--- src/rtl/branch_seq_ctrl.sv ---
// Branch/jump sequencing controller for the multi-cycle datapath.
// Moore FSM steering ALU, PC-write and link enables per request.
module branch_seq_ctrl #(
    parameter int CNT_W = 16
) (
    input  logic             clk,
    input  logic             reset,
    input  logic             start,
    input  logic [2:0]       br_type,
    input  logic             gt,
    input  logic             eq,
    output logic [1:0]       alu_op,
    output logic [1:0]       branch_ctrl,
    output logic             PCWrite,
    output logic             PCWriteCond,
    output logic [1:0]       pc_src,
    output logic             link_write,
    output logic             busy,
    output logic             done,
    output logic             taken,
    output logic             err,
    output logic [CNT_W-1:0] taken_cnt,
    output logic [CNT_W-1:0] nottaken_cnt
);

    typedef enum logic [2:0] {
        IDLE,
        TARGET,
        COMPARE,
        RESOLVE,
        LINK,
        JUMP,
        DONE
    } state_t;

    state_t     state_q;
    state_t     state_d;
    logic [2:0] br_q;
    logic       gt_q;
    logic       eq_q;
    logic       taken_q;
    logic       err_q;
    logic       cond;
    logic       req;
    logic       illegal;

    assign req     = (state_q == IDLE) && start;
    assign illegal = (br_type == 3'b111);

    always_comb begin
        cond = 1'b0;
        case (br_q[1:0])
            2'b00:   cond = eq_q;
            2'b01:   cond = ~eq_q;
            2'b10:   cond = gt_q;
            default: cond = ~gt_q;
        endcase
    end

    always_comb begin
        state_d = state_q;
        case (state_q)
            IDLE: begin
                if (start) begin
                    unique case (1'b1)
                        (br_type[2] == 1'b0):  state_d = TARGET;
                        (br_type == 3'b101):   state_d = LINK;
                        (br_type == 3'b100),
                        (br_type == 3'b110):   state_d = JUMP;
                        illegal:               state_d = IDLE;
                    endcase
                end
            end
            TARGET:  state_d = COMPARE;
            COMPARE: state_d = RESOLVE;
            RESOLVE: state_d = DONE;
            LINK:    state_d = JUMP;
            JUMP:    state_d = DONE;
            DONE:    state_d = IDLE;
            default: state_d = IDLE;
        endcase
    end

    always_comb begin
        alu_op      = 2'b00;
        branch_ctrl = 2'b00;
        PCWrite     = 1'b0;
        PCWriteCond = 1'b0;
        pc_src      = 2'b00;
        link_write  = 1'b0;
        busy        = (state_q != IDLE);
        done        = 1'b0;
        taken       = taken_q;
        err         = err_q;
        case (state_q)
            TARGET:  alu_op = 2'b01;
            COMPARE: alu_op = 2'b10;
            RESOLVE: begin
                PCWriteCond = 1'b1;
                taken       = cond;
                // Mux select order is gt, ~gt, ~eq, eq.
                case (br_q[1:0])
                    2'b00:   branch_ctrl = 2'b11;
                    2'b01:   branch_ctrl = 2'b10;
                    2'b10:   branch_ctrl = 2'b00;
                    default: branch_ctrl = 2'b01;
                endcase
            end
            LINK:    link_write = 1'b1;
            JUMP: begin
                PCWrite = 1'b1;
                taken   = 1'b1;
                pc_src  = (br_q == 3'b110) ? 2'b10 : 2'b01;
            end
            DONE:    done = 1'b1;
            default: ;
        endcase
    end

    always_ff @(posedge clk or negedge reset) begin
        if (!reset) begin
            state_q      <= IDLE;
            br_q         <= 3'b000;
            gt_q         <= 1'b0;
            eq_q         <= 1'b0;
            taken_q      <= 1'b0;
            err_q        <= 1'b0;
            taken_cnt    <= '0;
            nottaken_cnt <= '0;
        end else begin
            state_q <= state_d;
            err_q   <= req && illegal;
            if (req) begin
                br_q <= br_type;
            end
            // An illegal request leaves the previous outcome visible.
            if (req && !illegal) begin
                taken_q <= 1'b0;
            end
            if (state_q == COMPARE) begin
                gt_q <= gt;
                eq_q <= eq;
            end
            if (state_q == RESOLVE) begin
                taken_q <= cond;
                if (cond && !(&taken_cnt)) begin
                    taken_cnt <= taken_cnt + CNT_W'(1);
                end
                if (!cond && !(&nottaken_cnt)) begin
                    nottaken_cnt <= nottaken_cnt + CNT_W'(1);
                end
            end
            if (state_q == JUMP) begin
                taken_q <= 1'b1;
            end
        end
    end

endmodule

--- config.mk ---
export PLATFORM = sky130hd
export DESIGN_NAME = branch_seq_ctrl
export DESIGN_NICKNAME = d
export VERILOG_FILES = /design/src/rtl/branch_seq_ctrl.sv
export SDC_FILE = /design/constraint.sdc
export NUM_CORES = 1
export LEC_CHECK = 0
export CAP_MARGIN = 20
export CELL_PAD_IN_SITES_DETAIL_PLACEMENT = 1
export CELL_PAD_IN_SITES_GLOBAL_PLACEMENT = 2
export CORE_UTILIZATION = 33
export DETAILED_ROUTE_END_ITERATION = 16
export HOLD_SLACK_MARGIN = 0.15
export PLACE_DENSITY = 0.91
export RECOVER_POWER = 25
export SYNTH_ARGS = -nofsm -noshare
export SYNTH_HDL_FRONTEND = slang
export SYNTH_SLANG_ARGS = --single-unit
--- constraint.sdc ---
create_clock -name clk -period 4.2 [get_ports clk]
set_input_delay 0.84 -clock clk [delete_from_list [all_inputs] [get_ports clk]]
set_output_delay 0.84 -clock clk [all_outputs]
set_load 0.01 [all_outputs]
==> flow_summary.json, run 1 <==
{
  "start_util_pct": 34.9,
  "post_synth_edffs": 0,
  "postSynth.asyncResetShare_pct": 100,
  "final_period_minus_worst_setup_slack_ns": 3.02,
  "synth_nets": 213,
  "area_delta_synth_final_pct": 33.0,
  "antenna_found_initial": 0,
  "drt_first_pass_iters": 3,
  "tightest_slew_ns": 2.22,
  "drive_gt1_share_pct": 7.84,
  "worstHoldStart": "nottaken_cnt[8]$_DFFE_PN0P_",
  "timing.final.hold_violations": 0,
  "cts_tree": "done",
  "reg2reg_slack_ns": 2.00,
  "cts.sink_count": 42,
  "timing.critical_path.slowest_stage_cell": "clkdlybuf4s50_1",
  "clk_latency_ns": 0.30,
  "crit_end_element": "output port",
  "insertedDiodeCount": 0,
  "layout.cells.most_common": "clkdlybuf4s50_1",
  "hp-class": "reg -> reg",
  "dieHeight_um": 81.8,
  "iteration_0_drc_count_of_the_detailed_router": 22,
  "timing_worst_setup_path_type": "reg -> out",
  "post_cts.repair.setup_buffers": 0,
  "finalMaxSlewViolations": 43,
  "detailed_place_hpwl_mm": 3.49,
  "first_global_vias": 1700,
  "setup_slack_ns": 1.18,
  "die-area_um2": 6690,
  "root_buffer": "clkbuf_8",
  "fin_skew_ns": 0.00866,
  "io_buffers": 52,
  "path_clk_slew_ns": 0.08,
  "dieWidth_um": 81.8,
  "violations": "capacitance limit, slew limit",
  "static-leakage-power_nw": 1.19,
  "synthesis.area_per_instance_um2": 10.6,
  "ir_worst_vdd_uv": 352,
  "number_of_buffers_between_clock_root_and_the_deepest_sink": 2,
  "max-slew-margin-rel_pct": -47.7,
  "holdPathStages": 1,
  "finalWirelength_mm": 4.60,
  "setup.worst_path.start": "br_q[0]$_DFFE_PN0N_",
  "groute.usage.overall_pct": 16.1,
  "final_cell_mix": "clkdlybuf4s50_1, dfrtp_1, nand2_1",
  "path_buf_inv": 2,
  "largest_net_degree_at_the_start_of_global_routing": 43,
  "p_per_area_nw_per_um2": 527,
  "cts_hold_repair.buffers": 0,
  "avgRoutedWirePerCell_um": 13.9,
  "critical_path.cell_chain": "inv_1 -> ha_1 -> a21oi_1 -> a221o_1 -> nand3_1 -> clkdlybuf4s50_1",
  "floorplan_core_area_um2": 6030,
  "max_cap_violations": 1,
  "critical_path.reg2reg.startpoint": "br_q[0]$_DFFE_PN0N_",
  "worstReg2RegEnd": "taken_cnt[1]$_DFFE_PN0P_",
  "postSynth.topFlopCell": "dfrtp_1",
  "max_clock_freq_mhz": 331,
  "via_count": 1658,
  "setup.worst_path.start_class": "register",
  "viasPerCell": 5.02,
  "rsz0062_at_grt": "no",
  "nets": 268,
  "synth.yosys.warnings": 0,
  "cts.repair.resized": 0,
  "numCtsBuffers": 5,
  "ys_ff_latch": 42,
  "num_rows": 28,
  "synthesis.instances": 199,
  "setup.worst_path.end": "taken",
  "crit_cells": 6,
  "top_level_ports": 53,
  "place.gp.congestion": 0.774,
  "number_of_h_tree_levels": 2,
  "grt_first_pass_wirelength_mm": 7.98,
  "outcome": "finished, violations left",
  "yosysUniqueCellTypes": 40,
  "r2r_cells": 6,
  "postRouteAntennaNets": 0,
  "detail_route.drc_violations": 0,
  "worst-endpoint-arrival_ns": 2.18,
  "timing.final.crit_share_pct": 71.9,
  "syn-cell-area_um2": 2100,
  "grt_total_ovfl": 0,
  "critical_path.max_stage_delay_ns": 0.54,
  "yosysSeqAreaShare_pct": 50.0,
  "critical_path_required_time_ns": 3.36,
  "highest_fanout_seen_on_the_critical_path": 5,
  "path_delay_family": "buffers and inverters",
  "detailedPlace.worstSlack_ns": 1.50,
  "finalSetupTns_ns": 0,
  "setup_viol": 0
}
state kept, by name, summed over array words and instances (netlist names):
name          cells
gt_q              1
br_q              3
nottaken_cnt     16
taken_q           1
eq_q              1
taken_cnt        16
err               1
state_q           3
cell families after synthesis:
logic type,Yosys count,share of synthesized area [%]
buf+inv,11,2.56
flops,42,50.0
xor+xnor,29,12.1
compound gates,15,5.18
mux,7,3.87
fa+ha+maj,6,3.57
simple gates,89,22.7
final cells by class:
cell class	count	area (um^2)
multi-input combinational	146	996
timing repair buffer	52	514
inverter	7	26.3
clock buffer	5	68.8
sequential	42	1050
fill	681	3230
tap	75	93.8
clock inverter	3	43.8
per-layer routing:
layer / wire length (um) / up-vias / track usage [%]
met2: 2190 / 38 / 26.0
met1: 2120 / 803 / 20.3
li1: - / 808 / -
met3: 175 / 9 / 3.00
met4: 111 / 0 / 8.42
met5: 0 / - / 0
per-stage QoR:
step	util (%)	cells	total power [mW]	cell area (um^2)	hold WS, ns
2_1_floorplan	-	199	0.924	2100	0.496
3_3_place_gp	44.5	322	1.14	2680	0.476
3_5_place_dp	44.5	322	1.16	2680	0.490
4_1_cts	46.4	330	1.50	2800	0.501
5_1_grt	46.4	330	1.58	2790	0.511
6_report	46.4	330	1.47	2790	0.490
synthesized netlist by cell type, types with 2 or more instances:
library cell   n  area (um^2)
nor2_1        15         56.3
and2_1         2         12.5
nand2_1       20         75.1
ha_1           6         75.1
xor2_1        14          123
a21oi_1        2         10.0
nand4_1       11         68.8
inv_1          7         26.3
nand3_1       12         60.1
a211oi_1       3         22.5
mux2_2         5         56.3
nor3_1         9         45.0
and4_1         2         17.5
nor2_2         2         12.5
nor3b_1        3         22.5
xnor2_1       15          131
nor4_1         5         31.3
dfrtp_1       42         1050
o21ai_0        3         15.0
how the worst min path moves through the flow:
stage	to	slack, ns
after global routing	nottaken_cnt[8]$_DFFE_PN0P_	0.51
after detailed placement	nottaken_cnt[8]$_DFFE_PN0P_	0.49
after CTS	nottaken_cnt[8]$_DFFE_PN0P_	0.50
after global placement	nottaken_cnt[6]$_DFFE_PN0P_	0.48
after floorplan	br_q[2]$_DFFE_PN0N_	0.50
final	nottaken_cnt[8]$_DFFE_PN0P_	0.49
power by group:
part | internal (mW) | total [mW] | switching (mW)
clock network | 0.178 | 0.324 | 0.146
registers | 0.488 | 0.600 | 0.113
logic | 0.292 | 0.547 | 0.255
total | 0.958 | 1.47 | 0.513
Note: power is estimated with default switching activity, not from simulation.
==> run 2: changes to the inputs <==
--- a/config.mk
+++ b/config.mk
@@ -8,10 +8,10 @@
 export CAP_MARGIN = 20
 export CELL_PAD_IN_SITES_DETAIL_PLACEMENT = 1
 export CELL_PAD_IN_SITES_GLOBAL_PLACEMENT = 2
-export CORE_UTILIZATION = 33
+export CORE_UTILIZATION = 30
 export DETAILED_ROUTE_END_ITERATION = 16
 export HOLD_SLACK_MARGIN = 0.15
-export PLACE_DENSITY = 0.91
+export PLACE_DENSITY = 0.84
 export RECOVER_POWER = 25
 export SYNTH_ARGS = -nofsm -noshare
 export SYNTH_HDL_FRONTEND = slang
==> constraint.sdc (replaced) <==
create_clock -name clk -period 3.1 [get_ports clk]
set_input_delay 0.62 -clock clk [delete_from_list [all_inputs] [get_ports clk]]
set_output_delay 0.62 -clock clk [all_outputs]
set_load 0.01 [all_outputs]
==> flow_summary.json, run 2 (synthesis gave the netlist of run 1 again) <==
{
  "ir_worst_vdd_uv": 309,
  "switching_part_of_the_total_power_pct": 35.8,
  "iteration_0_drc_count_of_the_detailed_router": 54,
  "floorplan_core_area_um2": 6790,
  "critical_path.cell_chain": "inv_1 -> ha_1 -> a21oi_1 -> a221o_1 -> nand3_1 -> clkdlybuf4s50_1",
  "detail_route.drc_violations": 0,
  "start_util_pct": 30.9,
  "max_clock_freq_mhz": 356,
  "critical_path.reg2reg.startpoint": "br_q[0]$_DFFE_PN0N_",
  "largest_regs": "nottaken_cnt (16), taken_cnt (16)",
  "finalWirelength_mm": 4.73,
  "die-area_um2": 7340,
  "crit_cells": 6,
  "tightest_slew_ns": 1.20,
  "viasPerCell": 4.72,
  "numCtsBuffers": 5,
  "hold-path-endpoint": "nottaken_cnt[8]$_DFFE_PN0P_",
  "cts_tree": "done",
  "io_buffers": 52,
  "clk_latency_ns": 0.29,
  "holdPathStages": 1,
  "intPower_mw": 1.23,
  "area_occupied_by_multi_input_gates_um2": 996,
  "post_cts.repair.setup_buffers": 0,
  "rsz0062_at_grt": "no",
  "root_buffer": "clkbuf_8",
  "hp-class": "reg -> reg",
  "timing.final.hold_violations": 0,
  "avgRoutedWirePerCell_um": 13.5,
  "layout.cells.most_common": "clkdlybuf4s50_1",
  "first_global_vias": 1710,
  "p_per_area_nw_per_um2": 686,
  "cts_hold_repair.buffers": 0,
  "number_of_h_tree_levels": 2,
  "finalMaxSlewViolations": 0,
  "dieWidth_um": 85.7,
  "timing.critical_path.slowest_stage_cell": "clkdlybuf4s50_1",
  "seqPwrFrac_pct": 42.6,
  "power_switching_mw": 0.687,
  "path_buf_inv": 2,
  "drive_gt1_share_pct": 7.09,
  "final_period_minus_worst_setup_slack_ns": 2.81,
  "detailed_place_hpwl_mm": 3.48,
  "cts.repair.resized": 0,
  "insertedDiodeCount": 0,
  "antenna_found_initial": 0,
  "r2r_cells": 7,
  "top_level_ports": 53,
  "path_delay_family": "buffers and inverters",
  "setup_viol": 0,
  "groute.usage.overall_pct": 14.5,
  "highest_fanout_seen_on_the_critical_path": 5,
  "finalSetupTns_ns": 0,
  "grt_first_pass_wirelength_mm": 8.42,
  "grt_total_ovfl": 0,
  "power.clock.fraction_pct": 18.2,
  "static-leakage-power_nw": 1.17,
  "place.gp.congestion": 0.705,
  "critical_path.max_stage_delay_ns": 0.54,
  "power.total_mw": 1.92,
  "setup.worst_path.start_class": "register",
  "outcome": "finished, final reports clean",
  "drt_first_pass_iters": 6,
  "crit_end_element": "output port",
  "max_cap_violations": 0,
  "largest_net_degree_at_the_start_of_global_routing": 43,
  "dieHeight_um": 85.7,
  "combinationalPowerShare_pct": 39.2,
  "via_count": 1651,
  "max-slew-margin-rel_pct": 20.2,
  "path_clk_slew_ns": 0.08,
  "worstHoldStart": "nottaken_cnt[8]$_DFFE_PN0P_",
  "postRouteAntennaNets": 0,
  "worst-endpoint-arrival_ns": 2.19,
  "final_cell_mix": "clkdlybuf4s50_1, dfrtp_1, nand2_1",
  "nets": 269,
  "layout.area.seq_um2": 1050,
  "number_of_buffers_between_clock_root_and_the_deepest_sink": 2,
  "timing_worst_setup_path_type": "reg -> out",
  "fin_skew_ns": 0.00820,
  "area_delta_synth_final_pct": 33.0,
  "worstReg2RegEnd": "taken_cnt[13]$_DFFE_PN0P_",
  "reg2reg_slack_ns": 0.91,
  "num_rows": 30,
  "cts.sink_count": 42,
  "critical_path_required_time_ns": 2.48,
  "timing.final.crit_share_pct": 90.6,
  "final.fill_count": 791
}
-- run 2: cell count changes in the layout (fill, tap and decap cells not counted) --
cell	previous run	this run
clkbuf_1	1	2
inv_6	1	0
clkbuf_8	5	6
bufinv_16	1	0
clkinv_2	1	0
-- run 2: metrics by stage --
stage	hold slack, ns	setup slack, ns	util, %	std cells	instance area [um^2]
after global placement	0.486	0.661	39.9	343	2710
after CTS	0.500	0.261	41.1	349	2790
after floorplan	0.324	1.22	-	199	2100
after global routing	0.522	0.150	41.1	350	2790
final	0.499	0.292	41.1	350	2790
after detailed placement	0.488	0.601	39.9	343	2710
-- run 2: area by class of cell --
cell class | count | area share (%)
clock buffers | 6 | 2.96
repair buffers | 53 | 18.5
inverters | 7 | 0.940
well taps | 96 | 4.30
flip-flops and latches | 42 | 37.6
multi-input cells | 146 | 35.6
-- run 2: worst register-to-register path: stages (launching register included) --
cell and delay [ns]:
dfrtp_1 0.41, inv_1 0.11, ha_1 0.22, a21oi_1 0.10, a221o_1 0.41, a21oi_2 0.44, nand4_1 0.23, xnor2_1 0.17
-- run 2: worst max-delay path by stage --
stage | startpoint | endpoint | slack [ns]
after global placement | br_q[0]$_DFFE_PN0N_ | taken | 0.66
after global routing | br_q[0]$_DFFE_PN0N_ | taken | 0.15
after floorplan | br_q[0]$_DFFE_PN0N_ | nottaken_cnt[15]$_DFFE_PN0P_ | 1.22
after detailed placement | br_q[0]$_DFFE_PN0N_ | taken | 0.60
final | br_q[0]$_DFFE_PN0N_ | taken | 0.29
after CTS | br_q[0]$_DFFE_PN0N_ | taken | 0.26
-- run 2: layer usage --
layer | vias to the layer above | GRT usage (%) | share of wire [%]
met4 | 0 | 4.55 | 1.1
met1 | 795 | 20.3 | 49
met2 | 38 | 22.5 | 47
met5 | - | 0 | 0
met3 | 4 | 3.18 | 3.4
li1 | 814 | - | -
-- run 2: power by group through the flow --
stage	combinational [mW]	sequential, mW	clock, mW
2_1_floorplan	0.465	0.787	0
3_3_place_gp	0.742	0.821	0
3_5_place_dp	0.758	0.832	0
4_1_cts	0.764	0.820	0.366
5_1_grt	0.835	0.845	0.392
6_report	0.751	0.817	0.349
